[config.mk]
export PLATFORM = sky130hd
export DESIGN_NAME = jpeg_idct_sched_flat
export DESIGN_NICKNAME = d
export VERILOG_FILES = /design/src/rtl/jpeg_idct_sched_pkg.sv /design/src/rtl/jpeg_idct_sched_if.sv /design/src/rtl/jpeg_idct_sched_sat_cnt.sv /design/src/rtl/jpeg_idct_sched.sv /design/src/flat_wrapper.sv
export SDC_FILE = /design/constraint.sdc
export NUM_CORES = 1
export LEC_CHECK = 0
export BUFFER_PORTS_ARGS = -buffer_cell sky130_fd_sc_hd__buf_2
export CAP_MARGIN = 20
export CORE_ASPECT_RATIO = 1.1
export CORE_MARGIN = 5
export CORE_UTILIZATION = 48
export CTS_BUF_LIST = sky130_fd_sc_hd__clkbuf_8
export DETAILED_ROUTE_END_ITERATION = 10
export GPL_TIMING_DRIVEN = 0
export PLACE_DENSITY = 0.78
export REMOVE_ABC_BUFFERS = 1
export SYNTH_ARGS = -nofsm -noshare
export SYNTH_HDL_FRONTEND = slang
export SYNTH_HIERARCHICAL = 1
export SYNTH_SLANG_ARGS = --single-unit
[constraint.sdc]
create_clock -name clk_i -period 3.2 [get_ports clk_i]
set_clock_uncertainty 0.1 [all_clocks]
set_input_delay 0.16 -clock clk_i [delete_from_list [all_inputs] [get_ports clk_i]]
set_output_delay 0.16 -clock clk_i [all_outputs]
set_load 0.05 [all_outputs]
[src/rtl/jpeg_idct_sched_pkg.sv]
// Shared definitions for the JPEG IDCT block scheduler: FSM encoding and
// default sizing of the in-flight window and downstream credit pool.
package jpeg_idct_sched_pkg;

  localparam int MAX_INFLIGHT_DEF = 8;
  localparam int CREDITS_DEF      = 4;
  // The block-ID FIFO holds one entry per block admitted to the IDCT.
  localparam int ID_FIFO_DEPTH    = MAX_INFLIGHT_DEF;

  typedef enum logic [1:0] {
    ST_IDLE  = 2'd0,
    ST_OPEN  = 2'd1,
    ST_BLOCK = 2'd2,
    ST_DRAIN = 2'd3
  } state_e;

endpackage

[src/rtl/jpeg_idct_sched_if.sv]
// Coefficient handshake, IDCT completion and downstream credit signals
// between the entropy decoder / IDCT side and the scheduler.
interface jpeg_idct_sched_if;
  logic       inport_valid_i;
  logic       inport_eob_i;
  logic       inport_accept_o;
  logic       idct_valid_o;
  logic       idct_accept_i;
  logic       done_valid_i;
  logic [5:0] done_idx_i;
  logic       credit_i;

  modport master (
    output inport_valid_i, inport_eob_i, idct_accept_i,
           done_valid_i, done_idx_i, credit_i,
    input  inport_accept_o, idct_valid_o
  );

  modport slave (
    input  inport_valid_i, inport_eob_i, idct_accept_i,
           done_valid_i, done_idx_i, credit_i,
    output inport_accept_o, idct_valid_o
  );
endinterface

[src/rtl/jpeg_idct_sched_sat_cnt.sv]
// Up/down counter clamped to 0..MAX; flags an increment attempted at MAX or a
// decrement attempted at 0 (a simultaneous inc+dec is a no-op and never flags).
module jpeg_idct_sat_cnt #(
  parameter int W       = 4,
  parameter int MAX     = 8,
  parameter int RST_VAL = 0
) (
  input  logic         clk,
  input  logic         rst,
  input  logic         clr,
  input  logic         inc,
  input  logic         dec,
  output logic [W-1:0] count,
  output logic         ovf,
  output logic         unf
);
  localparam logic [W-1:0] MAX_V = W'(MAX);
  localparam logic [W-1:0] RST_V = W'(RST_VAL);
  localparam logic [W-1:0] ONE_V = W'(1);

  logic [W-1:0] count_r;
  logic         at_max_s;
  logic         at_zero_s;

  assign at_max_s  = (count_r == MAX_V);
  assign at_zero_s = (count_r == {W{1'b0}});

  // Count register: clear reloads the start value and overrides any step
  always_ff @(posedge clk) begin
    if (rst || clr) begin
      count_r <= RST_V;
    end else if (inc && !dec && !at_max_s) begin
      count_r <= count_r + ONE_V;
    end else if (dec && !inc && !at_zero_s) begin
      count_r <= count_r - ONE_V;
    end else begin
      count_r <= count_r;
    end
  end

  assign count = count_r;
  assign ovf   = !clr && inc && !dec && at_max_s;
  assign unf   = !clr && dec && !inc && at_zero_s;
endmodule

[src/rtl/jpeg_idct_sched.sv]
// Admission gate between the entropy decoder and the IDCT: limits blocks in
// flight, honours downstream credits, and tracks image start/end/drain.
module jpeg_idct_sched
  import jpeg_idct_sched_pkg::*;
#(
  parameter int MAX_INFLIGHT = MAX_INFLIGHT_DEF,
  parameter int CREDITS      = CREDITS_DEF
) (
  input  logic                    clk_i,
  input  logic                    rst_i,
  input  logic                    img_start_i,
  input  logic                    img_end_i,
  jpeg_idct_sched_if.slave        bus,
  output logic [3:0]              inflight_o,
  output logic [2:0]              credits_o,
  output logic                    busy_o,
  output logic                    drained_o,
  output logic                    err_o
);
  state_e     state_r;
  state_e     state_nxt_s;
  logic       pend_r;
  logic       pend_nxt_s;
  logic       err_r;
  logic       gate_s;
  logic       hs_s;
  logic       eob_hs_s;
  logic       done_s;
  logic       idle_viol_s;
  logic [3:0] inflight_s;
  logic [2:0] credits_s;
  logic       inf_ovf_s;
  logic       inf_unf_s;
  logic       cr_ovf_s;
  logic       cr_unf_s;

  // Gate: always open mid-block so a started block is never split
  always_comb begin
    gate_s = 1'b0;
    if (rst_i || img_start_i) begin
      gate_s = 1'b0;
    end else begin
      case (state_r)
        ST_BLOCK: gate_s = 1'b1;
        ST_OPEN:  gate_s = (inflight_s < 4'(MAX_INFLIGHT)) && (credits_s != 3'd0);
        default:  gate_s = 1'b0;
      endcase
    end
  end

  assign bus.idct_valid_o    = bus.inport_valid_i & gate_s;
  assign bus.inport_accept_o = bus.idct_accept_i & gate_s;
  assign hs_s        = bus.inport_valid_i & bus.inport_accept_o;
  assign eob_hs_s    = hs_s & bus.inport_eob_i;
  assign done_s      = bus.done_valid_i && (bus.done_idx_i == 6'd63);
  assign idle_viol_s = (state_r == ST_IDLE) && bus.inport_valid_i && bus.idct_accept_i;

  jpeg_idct_sat_cnt #(.W(4), .MAX(MAX_INFLIGHT), .RST_VAL(0)) u_inflight (
    .clk(clk_i), .rst(rst_i), .clr(img_start_i),
    .inc(eob_hs_s), .dec(done_s),
    .count(inflight_s), .ovf(inf_ovf_s), .unf(inf_unf_s)
  );

  jpeg_idct_sat_cnt #(.W(3), .MAX(CREDITS), .RST_VAL(CREDITS)) u_credits (
    .clk(clk_i), .rst(rst_i), .clr(img_start_i),
    .inc(bus.credit_i), .dec(eob_hs_s),
    .count(credits_s), .ovf(cr_ovf_s), .unf(cr_unf_s)
  );

  // Next state; an img_end arriving mid-block is held until that block's eob
  always_comb begin
    state_nxt_s = state_r;
    pend_nxt_s  = pend_r;
    if (img_start_i) begin
      state_nxt_s = ST_OPEN;
      pend_nxt_s  = 1'b0;
    end else begin
      case (state_r)
        ST_IDLE: begin
          state_nxt_s = ST_IDLE;
        end
        ST_OPEN: begin
          if (img_end_i) begin
            state_nxt_s = ST_DRAIN;
          end else if (hs_s && !bus.inport_eob_i) begin
            state_nxt_s = ST_BLOCK;
          end else begin
            state_nxt_s = ST_OPEN;
          end
        end
        ST_BLOCK: begin
          if (eob_hs_s) begin
            state_nxt_s = (img_end_i || pend_r) ? ST_DRAIN : ST_OPEN;
            pend_nxt_s  = 1'b0;
          end else begin
            state_nxt_s = ST_BLOCK;
            pend_nxt_s  = pend_r | img_end_i;
          end
        end
        ST_DRAIN: begin
          if (inflight_s == 4'd0) begin
            state_nxt_s = ST_IDLE;
          end else begin
            state_nxt_s = ST_DRAIN;
          end
        end
        default: begin
          state_nxt_s = ST_IDLE;
          pend_nxt_s  = 1'b0;
        end
      endcase
    end
  end

  // State and pending-end registers
  always_ff @(posedge clk_i) begin
    if (rst_i) begin
      state_r <= ST_IDLE;
      pend_r  <= 1'b0;
    end else begin
      state_r <= state_nxt_s;
      pend_r  <= pend_nxt_s;
    end
  end

  // Sticky protocol error; a new image clears it
  always_ff @(posedge clk_i) begin
    if (rst_i) begin
      err_r <= 1'b0;
    end else if (img_start_i) begin
      err_r <= 1'b0;
    end else if (inf_ovf_s || inf_unf_s || cr_ovf_s || cr_unf_s || idle_viol_s) begin
      err_r <= 1'b1;
    end else begin
      err_r <= err_r;
    end
  end

  assign inflight_o = inflight_s;
  assign credits_o  = credits_s;
  assign busy_o     = (state_r != ST_IDLE);
  assign drained_o  = !rst_i && (state_r == ST_DRAIN) && (inflight_s == 4'd0);
  assign err_o      = err_r;
endmodule

[src/flat_wrapper.sv]
// flat-port wrapper written by rule: the top's interface ports become plain ports
module jpeg_idct_sched_flat import jpeg_idct_sched_pkg::*;
#(
  parameter int MAX_INFLIGHT = MAX_INFLIGHT_DEF,
  parameter int CREDITS      = CREDITS_DEF
)
  (clk_i, rst_i, img_start_i, img_end_i, inflight_o, credits_o, busy_o, drained_o, err_o, bus_inport_valid_i, bus_inport_eob_i, bus_idct_accept_i, bus_done_valid_i, bus_done_idx_i, bus_credit_i, bus_inport_accept_o, bus_idct_valid_o);
  jpeg_idct_sched_if bus_i ();
  input  logic clk_i;
  input  logic rst_i;
  input  logic img_start_i;
  input  logic img_end_i;
  output logic [3:0] inflight_o;
  output logic [2:0] credits_o;
  output logic busy_o;
  output logic drained_o;
  output logic err_o;
  input wire logic [$bits(bus_i.inport_valid_i)-1:0] bus_inport_valid_i;
  input wire logic [$bits(bus_i.inport_eob_i)-1:0] bus_inport_eob_i;
  input wire logic [$bits(bus_i.idct_accept_i)-1:0] bus_idct_accept_i;
  input wire logic [$bits(bus_i.done_valid_i)-1:0] bus_done_valid_i;
  input wire logic [$bits(bus_i.done_idx_i)-1:0] bus_done_idx_i;
  input wire logic [$bits(bus_i.credit_i)-1:0] bus_credit_i;
  output wire logic [$bits(bus_i.inport_accept_o)-1:0] bus_inport_accept_o;
  output wire logic [$bits(bus_i.idct_valid_o)-1:0] bus_idct_valid_o;
  assign bus_i.inport_valid_i = bus_inport_valid_i;
  assign bus_i.inport_eob_i = bus_inport_eob_i;
  assign bus_i.idct_accept_i = bus_idct_accept_i;
  assign bus_i.done_valid_i = bus_done_valid_i;
  assign bus_i.done_idx_i = bus_done_idx_i;
  assign bus_i.credit_i = bus_credit_i;
  assign bus_inport_accept_o = bus_i.inport_accept_o;
  assign bus_idct_valid_o = bus_i.idct_valid_o;
  jpeg_idct_sched #(.MAX_INFLIGHT(MAX_INFLIGHT), .CREDITS(CREDITS)) u_core (.clk_i(clk_i), .rst_i(rst_i), .img_start_i(img_start_i), .img_end_i(img_end_i), .bus(bus_i), .inflight_o(inflight_o), .credits_o(credits_o), .busy_o(busy_o), .drained_o(drained_o), .err_o(err_o));
endmodule
Yosys cells after proc, flatten, opt, wreduce, memory -nomap -nowiden --
Index checks and enable logic that the tools add are counted.
Storage, ports and cells: bits in registers 11, word-level logic and storage cells 86
Cells by class: mux-type cells 14, $add $sub $neg 4, reduce and logical (&&, ||, !) cells 50, eq/ne operators 6, bitwise logic cells 5, order comparisons 1
Operators by type and width (number):
- $logic_and 1x1->1 | 26
- $logic_not 1->1 | 10
- $mux 2 | 5
- $mux 4 | 2
- $pmux 2 s4 | 1
- $eq 6x6->1 const B | 1
- $logic_or 1x1->1 | 6
- $mux 3 | 2
- $reduce_bool 2->1 | 3
- $add 4x1->4 const B | 1
- $and 1x1->1 | 4
- $eq 2x2->1 const B | 2
- $eq 4x4->1 const B | 1
- $logic_not 4->1 | 1
- $lt 4x4->1 const B | 1
- $sub 4x1->4 const B | 1
- $add 3x1->3 const B | 1
- $eq 3x3->1 const B | 1
- $logic_not 3->1 | 1
- $mux 1 | 3
- $reduce_bool 3->1 | 1
- $sub 3x1->3 const B | 1
- $eq 2x1->1 const B | 1
- $logic_not 2->1 | 1
- 3 further kinds | 3

Depth between registers and ports, before layout --
Gate-level depths: netlist of the first run.
word-level depth 14, depth in mapped cells 12, depth with buffers taken out 12

Cells and area by module --
Netlist of the first run, hierarchy kept.
Modules (own cells, without submodules):
- jpeg_idct_sched | cells an instance 47, area each 376.6 um^2, sequential area each 80.1 um^2, instances 1
- jpeg_idct_sat_cnt (u_core.u_inflight) | cells an instance 30, area each 335.3 um^2, sequential area each 80.1 um^2, instances 1
- jpeg_idct_sat_cnt (u_core.u_credits) | cells an instance 24, area each 224.0 um^2, sequential area each 60.1 um^2, instances 1

Worst setup path before layout of the first run --
OpenSTA, ideal clock, no wires.
kind register to register, start register u_core.u_credits.count_r[2], in the netlist u_core/u_credits/count[2], end register u_core.u_inflight.count_r[3], in the netlist u_core/u_inflight/count[3], required time 3027 ps, cell stages (with the launch flop) 11, slack -136 ps, library setup time 73 ps, buffers on the path 0, arrival 3164 ps, cell sequence dfxtp_1 -> or4_4 -> o21ai_2 -> nor3_1 -> nand2b_1 -> a21o_2 -> ha_1 -> a21o_1 -> a21oi_1 -> mux4_2 -> nor3_2
On the way: word-level cells in the longest chain between the ends 11
RTL lines:
- start, declared | RTL line jpeg_idct_sched_sat_cnt.sv:21 | logic [W-1:0] count_r;
- start signal, assigned | RTL line jpeg_idct_sched_sat_cnt.sv:33 | count_r <= count_r + ONE_V;
- start signal, assigned | RTL line jpeg_idct_sched_sat_cnt.sv:35 | count_r <= count_r - ONE_V;
- start signal, assigned | RTL line jpeg_idct_sched_sat_cnt.sv:37 | count_r <= count_r;
- $reduce_bool 3->1 * | RTL line jpeg_idct_sched.sv:45 | ST_OPEN: gate_s = (inflight_s < 4'(MAX_INFLIGHT)) && (credits_s != 3'd0);
- $logic_and 1x1->1 * | RTL line jpeg_idct_sched.sv:45
- $pmux 1 s2 * | RTL line jpeg_idct_sched.sv:43 | case (state_r)
- $mux 1 * | RTL line jpeg_idct_sched.sv:40 | if (rst_i || img_start_i) begin
- $and 1x1->1 * | RTL line jpeg_idct_sched.sv:52 | assign bus.inport_accept_o = bus.idct_accept_i & gate_s;
- $and 1x1->1 * | RTL line jpeg_idct_sched.sv:53 | assign hs_s = bus.inport_valid_i & bus.inport_accept_o;
- $and 1x1->1 * | RTL line jpeg_idct_sched.sv:54 | assign eob_hs_s = hs_s & bus.inport_eob_i;
- net u_core.eob_hs_s | RTL line jpeg_idct_sched.sv:27 | logic eob_hs_s;
- $logic_not 1->1 | RTL line jpeg_idct_sched_sat_cnt.sv:34 | end else if (dec && !inc && !at_zero_s) begin
- $logic_and 1x1->1 (2 in a row) | RTL line jpeg_idct_sched_sat_cnt.sv:34
- $reduce_bool 2->1 (no line)
- end signal, assigned | RTL line jpeg_idct_sched_sat_cnt.sv:33
- end signal, assigned | RTL line jpeg_idct_sched_sat_cnt.sv:35
- end signal, assigned | RTL line jpeg_idct_sched_sat_cnt.sv:37
- end, declared | RTL line jpeg_idct_sched_sat_cnt.sv:21
The timed path passes the listed nets; every way through them passes the cells marked *. A chain may end at the register's enable or synchronous reset.

Worst setup path after layout of the first run --
start register u_core.state_r[0], end register u_core.u_credits.count_r[2], in the netlist u_core/u_credits/count[2]
On the way: word-level cells in the longest chain between the ends 10
RTL lines:
- start, declared | RTL line jpeg_idct_sched.sv:20 | state_e state_r;
- start signal, assigned | RTL line jpeg_idct_sched.sv:121 | state_r <= state_nxt_s;
- $eq 2x1->1 / $eq 2x2->1 (equally long branches) | RTL line jpeg_idct_sched.sv:43
- $pmux 1 s2 * | RTL line jpeg_idct_sched.sv:43
- $mux 1 * | RTL line jpeg_idct_sched.sv:40
- $and 1x1->1 * | RTL line jpeg_idct_sched.sv:52
- $and 1x1->1 * | RTL line jpeg_idct_sched.sv:53
- $and 1x1->1 * | RTL line jpeg_idct_sched.sv:54
- net u_core.eob_hs_s | RTL line jpeg_idct_sched.sv:27
- $logic_not 1->1 | RTL line jpeg_idct_sched_sat_cnt.sv:32 | end else if (inc && !dec && !at_max_s) begin
- $logic_and 1x1->1 (2 in a row) | RTL line jpeg_idct_sched_sat_cnt.sv:32
- $mux 3 / $reduce_bool 2->1 (equally long branches)
Marked as above.

==> out/qor.log, run 1 <==
[global_route] first-pass GRT wire length 3760 µm
[global_route] via count of the first global-routing pass 892
[pwr] Flop pwr share 0.436
[yosys] fraction of synthesized cell area in xor and xnor cells 0.04679
[clock_tree] CTS tree done
[yosys] library cells used by synthesis 45
[timing] RSZ-0062 raised after global routing false
[pwr] cell internal pwr 0.2387 mW
[clock_tree] Clock Pin Slew Worst Setup and Hold Paths 50 ps
[clock_tree] clock tree root buffer cell clkbuf_8
[drt] DR pass1 iterations 4
[worst_setup_path] arrival time reported for the critical path endpoint 3070 ps
[timing] final number of hold-violating endpoints 0
[yosys] combinational family with the most area after synthesis simple AND/OR/NAND/NOR gates
[placement] # placed instances 154
[die] placeable core region 1822 µm²
[clock_tree] # clock sinks 11
[pwr] part of the power in the clock network 0.427
[global_route] residual overflow from global routing 0
[global_route] overall routing resource usage 0.1649
[pwr] relative contribution of combinational cells to total power 0.137
[clock_tree] Clock Latency Late Sink 240 ps
[pwr] PwrDens 269.7 nW/µm²
[timing] total setup violations reported at the end of the flow 0
[timing] Max Fclk 333.8 MHz
[worst_setup_path] category of the most critical setup path flop to flop
[clock_tree] total CTS buffers 3
[worst_hold_path] capture endpoint of the worst hold path u_core/err_o
[pwr] Overall Power 0.3206 mW
[yosys] post-synthesis instance total 101
[final_layout] area growth from synthesis to layout 27.01%
[pwr] leakage power total 0.5161 nW
[final_layout] most used cells in the layout excluding fill and tap cells 26 x buf_2, 11 x dfxtp_1, 9 x nor2_1, 7 x ha_1, 6 x inv_1
[yosys] Adder-Cell Fraction of Synth Area 0.1364
[placement] Buffers on Ports 26
[clock_tree] maximum buffer depth of the clock tree 2
[worst_setup_path] type of origin of the critical path flop
[timing] measured slew at the worst slew-check pin 485.8 ps
[die] y dimension of the die 56.31 µm
[timing] worst setup slack after layout 204.1 ps
[yosys] #FFs+latches synth 11
[yosys] top area cells in the synthesized netlist dfxtp_1 24%, ha_1 9.4%, fa_1 4.3%
[global_route] number of antenna violations at the first check in global routing 0
[die] Initial Utilization 0.5137
[pwr] peak ir drop on the vdd network 172.1 µV
[placement] Place WS -488.9 ps
[yosys] area of the mapped netlist 935.9 µm²
[yosys] post-synthesis mux area share 0.03476
[final_layout] number of cells in the finished layout apart from fillers 162
[drt] Remaining DRCs 0
[yosys] post-synthesis sequential area ratio 0.2353
[timing] worst relative slew slack 0.6719
[placement] final weighted congestion in routability-driven placement 0.8156
[yosys] portion of synthesized cell area occupied by the leading cell type 0.2353
[worst_hold_path] beginning of the worst hold path bus_inport_valid_i
[yosys] synthesized area per cell 9.266 µm²
[drt] wire per inst 13.41 µm
[worst_setup_path] CP max FO 6
[worst_setup_path] endpoint of the most critical register-to-register path u_core/u_credits/count[2]
[yosys] compound-cell area share of the yosys netlist 0.2219
[worst_setup_path] worst reg2reg startpoint u_core/state_r[0]
[final_layout] post-layout net count 160
[placement] hpwl dp 1657 µm
[final_layout] Layout fillers 163
[global_route] largest net degree at the start of global routing 17
[timing] worst-case hold slack 165.2 ps
[final_layout] count of antenna diodes in the layout 0
[worst_setup_path] Crit path required time 3270 ps
[timing] final worst path period share 0.9362
[worst_setup_path] R2R setup slack 200 ps
[drt] number of vias per cell after detailed routing 5.759
[yosys] post-synth top area cell dfxtp_1
[drt] wire length after detailed routing 2173 µm
[worst_setup_path] depth of the worst register-to-register path 11
[final_layout] final core utilization 0.6525
[pwr] switching fraction of total power 0.2556
[yosys] area share of and/or/nand/nor cells after synthesis 0.3048
[timing] minimum clock period 2996 ps
[drt] count of vias placed by the detailed router 933
[status] outcome complete, no violations
[clock_tree] H-tree depth 1
[drt] residual antenna-violating net count after detailed routing 0
[die] number of ports placed on the die boundary 27
[yosys] Synthesis Warnings 6
[worst_hold_path] Worst Hold Path Cells 3
[run] number of max-cap violations 0
[drt] initial detailed-routing violation count 23
[final_layout] ratio of cells with drive above 1 in the final layout 0.3481
[die] die footprint 2934 µm²
[pwr] switching pwr 0.08194 mW
[die] Die W 52.10 µm
[worst_hold_path] Hold Path Class input pin to flop
[die] site row count 16
[final_layout] most frequent standard cell in the layout excluding fill and tap cells buf_2
[clock_tree] number of hold-repair buffers added at the cts stage 0
[timing] final-report max-slew violation count 0
[worst_setup_path] kind of end point of the critical path flop
==> layout make-up <==
class | count | area [µm²] | share of cell area
Multi-Input combinational cell | 85 | 710.7 | 0.5979
Sequential cell | 11 | 220.2 | 0.1853
Timing Repair Buffer | 30 | 160.2 | 0.1347
Clock buffer | 3 | 41.29 | 0.03474
Tap cell | 27 | 33.78 | 0.02842
Inverter | 5 | 18.77 | 0.01579
Clock inverter | 1 | 3.754 | 0.003158
==> worst max path at each step <==
| stage | start | endpoint | slack, ps | cells after the start |
|---|---|---|---|---|
| 5_1_grt | u_core/state_r[0] | u_core/u_inflight/count[3] | 20 | 12 |
| 6_report | u_core/state_r[0] | u_core/u_credits/count[2] | 200 | 11 |
| 4_1_cts | u_core/state_r[0] | u_core/u_inflight/count[3] | 50 | 12 |
| 3_3_place_gp | u_core/state_r[0] | u_core/u_inflight/count[3] | -360 | 12 |
| 3_5_place_dp | u_core/state_r[0] | u_core/u_inflight/count[3] | -490 | 12 |
| 2_1_floorplan | u_core/u_credits/count[2] | u_core/u_inflight/count[3] | -140 | 10 |
==> critical path, stage by stage, from the launching register on <==
cell and delay (ps):
dfxtp_1 350, inv_1 90, ha_1 290, or4_4 570
o21ai_2 110, nor3_4 90, buf_4 140, nand2b_1 160
a21o_1 170, fa_1 400, o31a_1 320, o211ai_2 130
==> Yosys cell counts (all sizes together) <==
library cell and number:
xnor2 4, o221ai 1, nand2 5, nand3b 2, or2 1, mux2i 1
a2111oi 1, nand2b 3, fa 2, nor2 9, inv 5, or3 2
o41ai 2, dfxtp 11, nor3 6, or4 2, a211oi 1, nor4 3
nand4 2, nor3b 1, nand3 4, nor4b 2, mux4 1, o31ai 1
a311oi 1, o2111a 1, xor2 1, a21oi 2, o211ai 1, o2111ai 2
a221oi 1, a31oi 1, a21o 3, o21ai 1, or2b 1, o31a 1
and2b 2, ha 7, and2 2, a22oi 2
==> state kept, by name (all words and copies together) (netlist names) <==
signal                   flops
u_core/u_inflight/count      4
u_core/err_o                 1
u_core/pend_r                1
u_core/u_credits/count       3
u_core/state_r               2
==> routing by layer <==
metal | vias up | routed length [µm] | global-route usage
li1 | 459 | - | -
met1 | 440 | 969 | 0.2222
met2 | 30 | 1036 | 0.2496
met3 | 4 | 127 | 0.02116
met4 | 0 | 40 | 0.08989
met5 | - | 0 | 0
==> kinds of logic (layout without fill, tap and decap cells) <==
logic type               count (synthesis)  count (layout)
multiplexers                             2               2
XOR/XNOR                                 5               5
AND/OR/NAND/NOR                         47              47
buffers and inverters                    5              39
flip-flops                              11              11
AO/OA/AOI/OAI                           22              22
adder cells (fa/ha/maj)                  9               9
==> per-stage QoR <==
step                      TNS, ps  cell area [µm²]
final                           0             1189
after global routing            0             1189
after CTS                       0             1156
after detailed placement   -886.0             1100
after global placement     -598.0             1100
after floorplan            -168.1            935.9
==> what timing repair did <==
| action | 4_1_cts | 5_1_grt |
|---|---|---|
| buffers inserted | 0 | 4 |
| resized for setup | 2 | 1 |
| endpoints found under the setup margin | 3 | 1 |
| cloned | 0 | 0 |
| pin swaps | 0 | 1 |
==> power by group through the flow <==
stage / logic, mW / registers (mW) / clock network [mW]
2_1_floorplan: 0.0200 / 0.145 / 0
3_3_place_gp: 0.0418 / 0.143 / 0
3_5_place_dp: 0.0427 / 0.143 / 0
4_1_cts: 0.0438 / 0.140 / 0.141
5_1_grt: 0.0486 / 0.140 / 0.148
6_report: 0.0440 / 0.140 / 0.137
No activity file was read; power rests on OpenSTA's default activity.
==> inputs of run 2 (changes only) <==
--- a/config.mk
+++ b/config.mk
@@ -9,11 +9,11 @@
 export CAP_MARGIN = 20
 export CORE_ASPECT_RATIO = 1.1
 export CORE_MARGIN = 5
-export CORE_UTILIZATION = 48
+export CORE_UTILIZATION = 53
 export CTS_BUF_LIST = sky130_fd_sc_hd__clkbuf_8
 export DETAILED_ROUTE_END_ITERATION = 10
 export GPL_TIMING_DRIVEN = 0
-export PLACE_DENSITY = 0.78
+export PLACE_DENSITY = 0.81
 export REMOVE_ABC_BUFFERS = 1
 export SYNTH_ARGS = -nofsm -noshare
 export SYNTH_HDL_FRONTEND = slang
==> constraint.sdc (replaced) <==
create_clock -name clk_i -period 2.8 [get_ports clk_i]
set_clock_uncertainty 0.1 [all_clocks]
set_input_delay 0.14 -clock clk_i [delete_from_list [all_inputs] [get_ports clk_i]]
set_output_delay 0.14 -clock clk_i [all_outputs]
set_load 0.05 [all_outputs]
==> run 2 against run 1 <==
Via count increased by 1.4%. Non-clock buffer count unchanged. Largest power group unchanged. Flip-flop and latch count unchanged. Die area decreased by 7.7%. Global-route usage increased by 2.2 points. Critical endpoint is now u_core/u_inflight/count[3]. Worst hold slack got worse by 25 ps. First-iteration DRC count increased by 61%. Wire length increased by 14%. Register-to-register slack got worse by 99 ps. Critical path type unchanged. Critical path depth increased by 1.
==> out/qor.log, run 2 (synthesis results as in run 1) <==
[status] outcome complete, no violations [unchanged]
[die] y dimension of the die 54.08 µm [was 56.31 µm]
[timing] worst-case hold slack 140.2 ps [was 165.2 ps]
[worst_hold_path] Worst Hold Path Cells 3 [unchanged]
[pwr] Overall Power 0.3734 mW [was 0.3206 mW]
[worst_setup_path] category of the most critical setup path flop to flop [unchanged]
[worst_hold_path] capture endpoint of the worst hold path u_core/err_o [unchanged]
[final_layout] flip-flop count of the largest register after layout 4 [unchanged]
[pwr] part of the power in the clock network 0.420 [was 0.427]
[drt] DR pass1 iterations 4 [unchanged]
[timing] total setup violations reported at the end of the flow 0 [unchanged]
[clock_tree] H-tree depth 1 [unchanged]
[final_layout] final design instance area without fill 1245 µm² [was 1189 µm²]
[clock_tree] maximum buffer depth of the clock tree 2 [unchanged]
[placement] cell area after placement 1089 µm² [was 1100 µm²]
[pwr] switching fraction of total power 0.2607 [was 0.2556]
[pwr] PwrDens 299.9 nW/µm² [was 269.7 nW/µm²]
[die] Initial Utilization 0.5436 [was 0.5137]
[worst_setup_path] arrival time reported for the critical path endpoint 2770 ps [was 3070 ps]
[pwr] leakage power total 0.5208 nW [was 0.5161 nW]
[timing] worst relative slew slack 0.7268 [was 0.6719]
[clock_tree] Clock Latency Late Sink 240 ps [about the same]
[final_layout] Register Area 225.2 µm² [was 220.2 µm²]
[final_layout] ratio of cells with drive above 1 in the final layout 0.4148 [was 0.3481]
[global_route] residual overflow from global routing 0 [unchanged]
[global_route] largest net degree at the start of global routing 17 [unchanged]
[final_layout] most used cells in the layout excluding fill and tap cells 26 x buf_2, 9 x nor2_1, 9 x dfxtp_1, 5 x nand2_1 [was 26 x buf_2, 11 x dfxtp_1, 9 x nor2_1, 7 x ha_1, 6 x inv_1]
[worst_setup_path] R2R setup slack 110 ps [was 200 ps]
[final_layout] post-layout net count 160 [unchanged]
[die] placeable core region 1722 µm² [was 1822 µm²]
[timing] final-report max-slew violation count 0 [unchanged]
[pwr] relative contribution of combinational cells to total power 0.151 [was 0.137]
[timing] final number of hold-violating endpoints 0 [unchanged]
[clock_tree] # clock sinks 11 [unchanged]
[clock_tree] CTS tree done [unchanged]
[die] number of ports placed on the die boundary 27 [unchanged]
[drt] initial detailed-routing violation count 37 [was 23]
[pwr] Flop pwr share 0.429 [was 0.436]
[final_layout] area growth from synthesis to layout 33.02% [was 27.01%]
[timing] final worst path period share 0.9623 [was 0.9362]
[placement] Buffers on Ports 26 [unchanged]
[drt] wire length after detailed routing 2483 µm [was 2173 µm]
[worst_setup_path] worst reg2reg startpoint u_core/state_r[1] [was u_core/state_r[0]]
[global_route] first-pass GRT wire length 3953 µm [was 3760 µm]
[global_route] overall routing resource usage 0.1872 [was 0.1649]
[final_layout] most frequent standard cell in the layout excluding fill and tap cells buf_2 [unchanged]
[global_route] number of antenna violations at the first check in global routing 0 [unchanged]
[pwr] switching pwr 0.09735 mW [was 0.08194 mW]
[worst_setup_path] kind of end point of the critical path flop [unchanged]
[worst_setup_path] depth of the worst register-to-register path 12 [was 11]
[timing] minimum clock period 2694 ps [was 2996 ps]
[clock_tree] Clock Pin Slew Worst Setup and Hold Paths 50 ps [about the same]
[final_layout] area taken by multi-input logic gates 770.7 µm² [was 710.7 µm²]
[global_route] via count of the first global-routing pass 988 [was 892]
[die] site row count 16 [unchanged]
[pwr] cell internal pwr 0.2761 mW [was 0.2387 mW]
[clock_tree] clock tree root buffer cell clkbuf_8 [unchanged]
[clock_tree] total CTS buffers 3 [unchanged]
[timing] measured slew at the worst slew-check pin 404.5 ps [was 485.8 ps]
[placement] final weighted congestion in routability-driven placement 0.7989 [was 0.8156]
[drt] number of vias per cell after detailed routing 6.183 [was 5.759]
[run] number of max-cap violations 0 [unchanged]
[pwr] peak ir drop on the vdd network 169.2 µV [was 172.1 µV]
[worst_hold_path] beginning of the worst hold path bus_inport_valid_i [unchanged]
[worst_setup_path] endpoint of the most critical register-to-register path u_core/u_inflight/count[3] [was u_core/u_credits/count[2]]
[final_layout] Layout fillers 143 [was 163]
[drt] wire per inst 16.23 µm [was 13.41 µm]
[worst_setup_path] Crit. Startpoint u_core/state_r[1] [was u_core/state_r[0]]
[worst_setup_path] type of origin of the critical path flop [unchanged]
[die] Die W 50.07 µm [was 52.10 µm]
[drt] residual antenna-violating net count after detailed routing 0 [unchanged]
[die] die footprint 2707 µm² [was 2934 µm²]
[worst_setup_path] Crit path required time 2870 ps [was 3270 ps]
[drt] count of vias placed by the detailed router 946 [was 933]
[final_layout] count of antenna diodes in the layout 0 [unchanged]
[worst_setup_path] CP max FO 5 [was 6]
[timing] Max Fclk 371.1 MHz [was 333.8 MHz]
[worst_hold_path] Hold Path Class input pin to flop [unchanged]
[drt] Remaining DRCs 0 [unchanged]
[placement] hpwl dp 1659 µm [was 1657 µm]
[run 2: cell counts in the layout (fill, tap and decap cells not counted)]
Identical to the previous run, type by type.
[run 2: critical path, cell delays in order, from the launching register on]
cell and delay (ps):
dfxtp_2 350, inv_4 80, ha_4 160, and2b_2 190
o21ai_4 70, nor3_4 270, nand2b_4 120, a21o_4 210
ha_1 270, a21o_1 180, a21oi_1 160, mux4_2 320
nor3_2 160
[run 2: repair_timing]
item,CTS,global route
pin swaps,1,4
setup endpoints to repair,7,3
setup buffers,2,2
resized for setup,8,10
hold buffers,0,0
[run 2: routing by layer]
| metal | up-vias | part of all wire | track usage |
|---|---|---|---|
| li1 | 460 | - | - |
| met1 | 439 | 0.40 | 0.2037 |
| met2 | 43 | 0.52 | 0.3326 |
| met3 | 4 | 0.071 | 0.03324 |
| met4 | 0 | 0.013 | 0.1223 |
| met5 | - | 0 | 0 |
[run 2: layout make-up]
class | instances | area share
Inverter | 5 | 0.01709
Sequential cell | 11 | 0.1809
Clock inverter | 1 | 0.003015
Timing Repair Buffer | 30 | 0.1286
Clock buffer | 3 | 0.03317
Multi-Input combinational cell | 85 | 0.6191
Tap cell | 18 | 0.01809
[run 2: worst max-delay path by stage]
stage,end,depth (start not counted)
after floorplan,u_core/u_inflight/count[3],10
after global placement,u_core/u_inflight/count[3],12
after detailed placement,u_core/u_inflight/count[3],12
after CTS,u_core/u_inflight/count[3],11
after global routing,u_core/u_inflight/count[3],12
final,u_core/u_inflight/count[3],12
[run 2: metrics by stage]
step	setup slack [ps]	utilization	instances	setup TNS, ps
final	105.6	0.7231	153	0
after global routing	-19.54	0.7231	153	-19.54
after CTS	33.49	0.6875	151	0
after detailed placement	-843.1	0.6323	145	-2639
after global placement	-750.6	0.6323	145	-2116
after floorplan	-536.4	-	101	-1214
[run 2: power groups by stage]
stage	Sequential [mW]	Combinational, mW	Clock (mW)
finish	0.160	0.0563	0.157
global route	0.160	0.0605	0.169
CTS	0.160	0.0507	0.160
detailed placement	0.163	0.0485	0
global placement	0.163	0.0476	0
floorplan	0.166	0.0229	0
==> inputs of run 3 (changes only) <==
--- a/config.mk
+++ b/config.mk
@@ -5,6 +5,7 @@
 export SDC_FILE = /design/constraint.sdc
 export NUM_CORES = 1
 export LEC_CHECK = 0
+export ABC_AREA = 1
 export BUFFER_PORTS_ARGS = -buffer_cell sky130_fd_sc_hd__buf_2
 export CAP_MARGIN = 20
 export CORE_ASPECT_RATIO = 1.1
@@ -13,9 +14,9 @@
 export CTS_BUF_LIST = sky130_fd_sc_hd__clkbuf_8
 export DETAILED_ROUTE_END_ITERATION = 10
 export GPL_TIMING_DRIVEN = 0
+export MAX_ROUTING_LAYER = met4
 export PLACE_DENSITY = 0.81
 export REMOVE_ABC_BUFFERS = 1
 export SYNTH_ARGS = -nofsm -noshare
 export SYNTH_HDL_FRONTEND = slang
-export SYNTH_HIERARCHICAL = 1
 export SYNTH_SLANG_ARGS = --single-unit
==> run 3 against run 2 <==
Area after synthesis is 0.13% lower. Combinational power fell by 1%. Utilization decreased by 6.0 points. Setup slack improved by 29 ps. Wire length shrank 19%. Via count decreased by 6.0%. Critical path depth is 2 higher. Critical endpoint is now u_core.u_inflight.count[3].
==> out/qor.log, run 3 <==
[worst_setup_path] category of the most critical setup path flop to flop [unchanged]
[timing] minimum clock period 2666 ps [was 2694 ps]
[timing] total setup violations reported at the end of the flow 0 [unchanged]
[timing] final-report max-slew violation count 0 [unchanged]
[drt] DR pass1 iterations 4 [unchanged]
[yosys] top area cells in the synthesized netlist dfxtp_1 24%, inv_1 10%, ha_1 9.4% [was dfxtp_1 24%, ha_1 9.4%, fa_1 4.3%]
[worst_setup_path] Crit path required time 2840 ps [was 2870 ps]
[global_route] via count of the first global-routing pass 830 [was 988]
[yosys] Synthesis Warnings 0 [was 6]
[timing] Post-Route Setup TNS 0 ps [unchanged]
[drt] residual antenna-violating net count after detailed routing 0 [unchanged]
[yosys] area of the mapped netlist 934.6 µm² [was 935.9 µm²]
[clock_tree] Clock Latency Late Sink 240 ps [about the same]
[worst_hold_path] Hold Path Class input pin to flop [unchanged]
[yosys] #FFs+latches synth 11 [unchanged]
[timing] worst relative slew slack 0.8196 [was 0.7268]
[drt] initial detailed-routing violation count 14 [was 37]
[global_route] largest net degree at the start of global routing 11 [was 17]
[placement] Buffers on Ports 26 [unchanged]
[drt] number of vias per cell after detailed routing 4.994 [was 6.183]
[worst_setup_path] arrival time reported for the critical path endpoint 2700 ps [was 2770 ps]
[placement] final weighted congestion in routability-driven placement 0.8181 [was 0.7989]
[die] placeable core region 1722 µm² [unchanged]
[final_layout] post-layout net count 185 [was 160]
[timing] final worst path period share 0.9521 [was 0.9623]
[global_route] overall routing resource usage 0.1673 [was 0.1872]
[worst_setup_path] CP max FO 5 [unchanged]
[final_layout] flip-flop count of the largest register after layout 4 [unchanged]
[clock_tree] setup bufs post-CTS 0 [was 2]
[yosys] most frequent cell after synthesis inv_1 [was dfxtp_1]
[clock_tree] # resized after CTS 0 [was 8]
[timing] final number of hold-violating endpoints 0 [unchanged]
[yosys] post-synthesis sequential area ratio 0.2356 [was 0.2353]
[die] number of ports placed on the die boundary 27 [unchanged]
[drt] count of vias placed by the detailed router 889 [was 946]
[worst_setup_path] kind of end point of the critical path flop [unchanged]
[pwr] peak ir drop on the vdd network 293.5 µV [was 169.2 µV]
[drt] wire per inst 11.35 µm [was 16.23 µm]
[pwr] PwrDens 325.6 nW/µm² [was 299.9 nW/µm²]
[clock_tree] maximum buffer depth of the clock tree 2 [unchanged]
[yosys] library cells used by synthesis 28 [was 45]
[global_route] number of antenna violations at the first check in global routing 0 [unchanged]
[yosys] synthesized area per cell 7.245 µm² [was 9.266 µm²]
[timing] Max Fclk 375.1 MHz [was 371.1 MHz]
[pwr] Overall Power 0.3719 mW [was 0.3734 mW]
[final_layout] area growth from synthesis to layout 22.22% [was 33.02%]
[drt] Remaining DRCs 0 [unchanged]
[worst_setup_path] type of origin of the critical path flop [unchanged]
[yosys] synth cell count leaders 25 x inv_1, 22 x nand2_1, 13 x nor2_1 [was 11 x dfxtp_1, 9 x nor2_1, 7 x ha_1]
[timing] RSZ-0062 raised after global routing false
[yosys] primary flip-flop cell chosen by synthesis mapping dfxtp_1 [unchanged]
[clock_tree] total CTS buffers 3 [unchanged]
[run] number of max-cap violations 0 [unchanged]
[drt] wire length after detailed routing 2021 µm [was 2483 µm]
[die] y dimension of the die 54.05 µm [was 54.08 µm]
[die] die footprint 2704 µm² [was 2707 µm²]
[global_route] residual overflow from global routing 0 [unchanged]
[clock_tree] # clock sinks 11 [unchanged]
[pwr] leakage power total 0.6484 nW [was 0.5208 nW]
[yosys] post-synth top area cell dfxtp_1 [unchanged]
[final_layout] count of antenna diodes in the layout 0 [unchanged]
[yosys] number of flops mapped to enable cells by yosys 0 [unchanged]
[yosys] portion of synthesized cell area occupied by the leading cell type 0.2356 [was 0.2353]
[clock_tree] CTS tree done [unchanged]
[die] Initial Utilization 0.5429 [was 0.5436]
[placement] hpwl dp 1632 µm [was 1659 µm]
[clock_tree] H-tree depth 1 [unchanged]
[clock_tree] Clock Pin Slew Worst Setup and Hold Paths 50 ps [about the same]
[die] Die W 50.04 µm [was 50.07 µm]
[yosys] share of flip-flops with an asynchronous set or reset 0 [unchanged]
[clock_tree] clock tree root buffer cell clkbuf_8 [unchanged]
[status] outcome complete, no violations [unchanged]
[final_layout] ratio of cells with drive above 1 in the final layout 0.2500 [was 0.4148]
[die] site row count 16 [unchanged]
[timing] measured slew at the worst slew-check pin 268.9 ps [was 404.5 ps]
[yosys] post-synthesis instance total 129 [was 101]
[global_route] first-pass GRT wire length 3318 µm [was 3953 µm]
[final_layout] most used cells in the layout excluding fill and tap cells 26 x inv_1, 26 x buf_2, 22 x nand2_1, 13 x nor2_1 [was 26 x buf_2, 9 x nor2_1, 9 x dfxtp_1, 5 x nand2_1]
==> run 3: final timing paths <==
check                            startpoint                          to  slack, ps  depth (start not counted)
setup / recovery          u_core.state_r[1]  u_core.u_inflight.count[3]        130                         14
setup reg to reg          u_core.state_r[1]  u_core.u_inflight.count[3]        130                         14
hold reg to reg   u_core.u_credits.count[2]   u_core.u_credits.count[2]        390                          2
hold / removal                  img_start_i           u_core.state_r[0]         50                          3
==> run 3: cell families after synthesis <==
group | Yosys count | synth area share
buf+inv | 26 | 0.1044
flops | 11 | 0.2356
compound gates | 22 | 0.1473
xor+xnor | 1 | 0.009373
simple gates | 60 | 0.3668
fa+ha+maj | 9 | 0.1365
==> run 3: cell type report <==
cell class,instances,area (µm²)
repair buffers,27,140.1
clock inverters,1,3.754
fillers,162,579.3
inverters,26,97.59
multi-input cells,92,616.8
well taps,18,22.52
clock buffers,3,41.29
flip-flops and latches,11,220.2
==> run 3: power breakdown <==
group / internal, mW / leakage (nW) / switching, mW
clock network: 0.0962 / 0.0269 / 0.0597
logic: 0.0200 / 0.532 / 0.0356
registers: 0.159 / 0.0891 / 0.00147
==> run 3: metrics by stage <==
stage / utilization / instances / hold slack (ps) / worst slack, ps / cell area [µm²]
4_1_cts: 0.6635 / 178 / 48.28 / 137.6 / 1142
3_5_place_dp: 0.6315 / 173 / 235.2 / 146.5 / 1087
6_report: 0.6635 / 178 / 47.88 / 134.2 / 1142
3_3_place_gp: 0.6315 / 173 / 224.6 / 240.3 / 1087
5_1_grt: 0.6635 / 178 / 49.57 / 2.492 / 1142
2_1_floorplan: - / 129 / 109.1 / 170.4 / 934.6
==> run 3: critical path, stage by stage, from the launching register on <==
cell and delay, ps:
dfxtp_1 370, inv_1 100, ha_1 270, inv_1 80, nor2_8 160, nand3_4 110
nor2_8 150, nand2_4 100, ha_1 330, a21o_1 180, a31oi_1 210, o21bai_4 170
nand4_1 100, nand2_1 80, nor2_2 40
==> run 3: timing repair <==
item,CTS,global route
setup endpoints to repair,0,0
hold endpoints to repair,1,0
hold buffers,1,0
==> run 3: routing by layer <==
metal,routed length (µm),global-route usage,up-vias,part of all wire
met1,900,0.1717,394,0.45
li1,-,-,472,-
met5,0,-,-,0
met2,986,0.2908,19,0.49
met4,46,0.1048,0,0.023
met3,87,0.03601,4,0.043
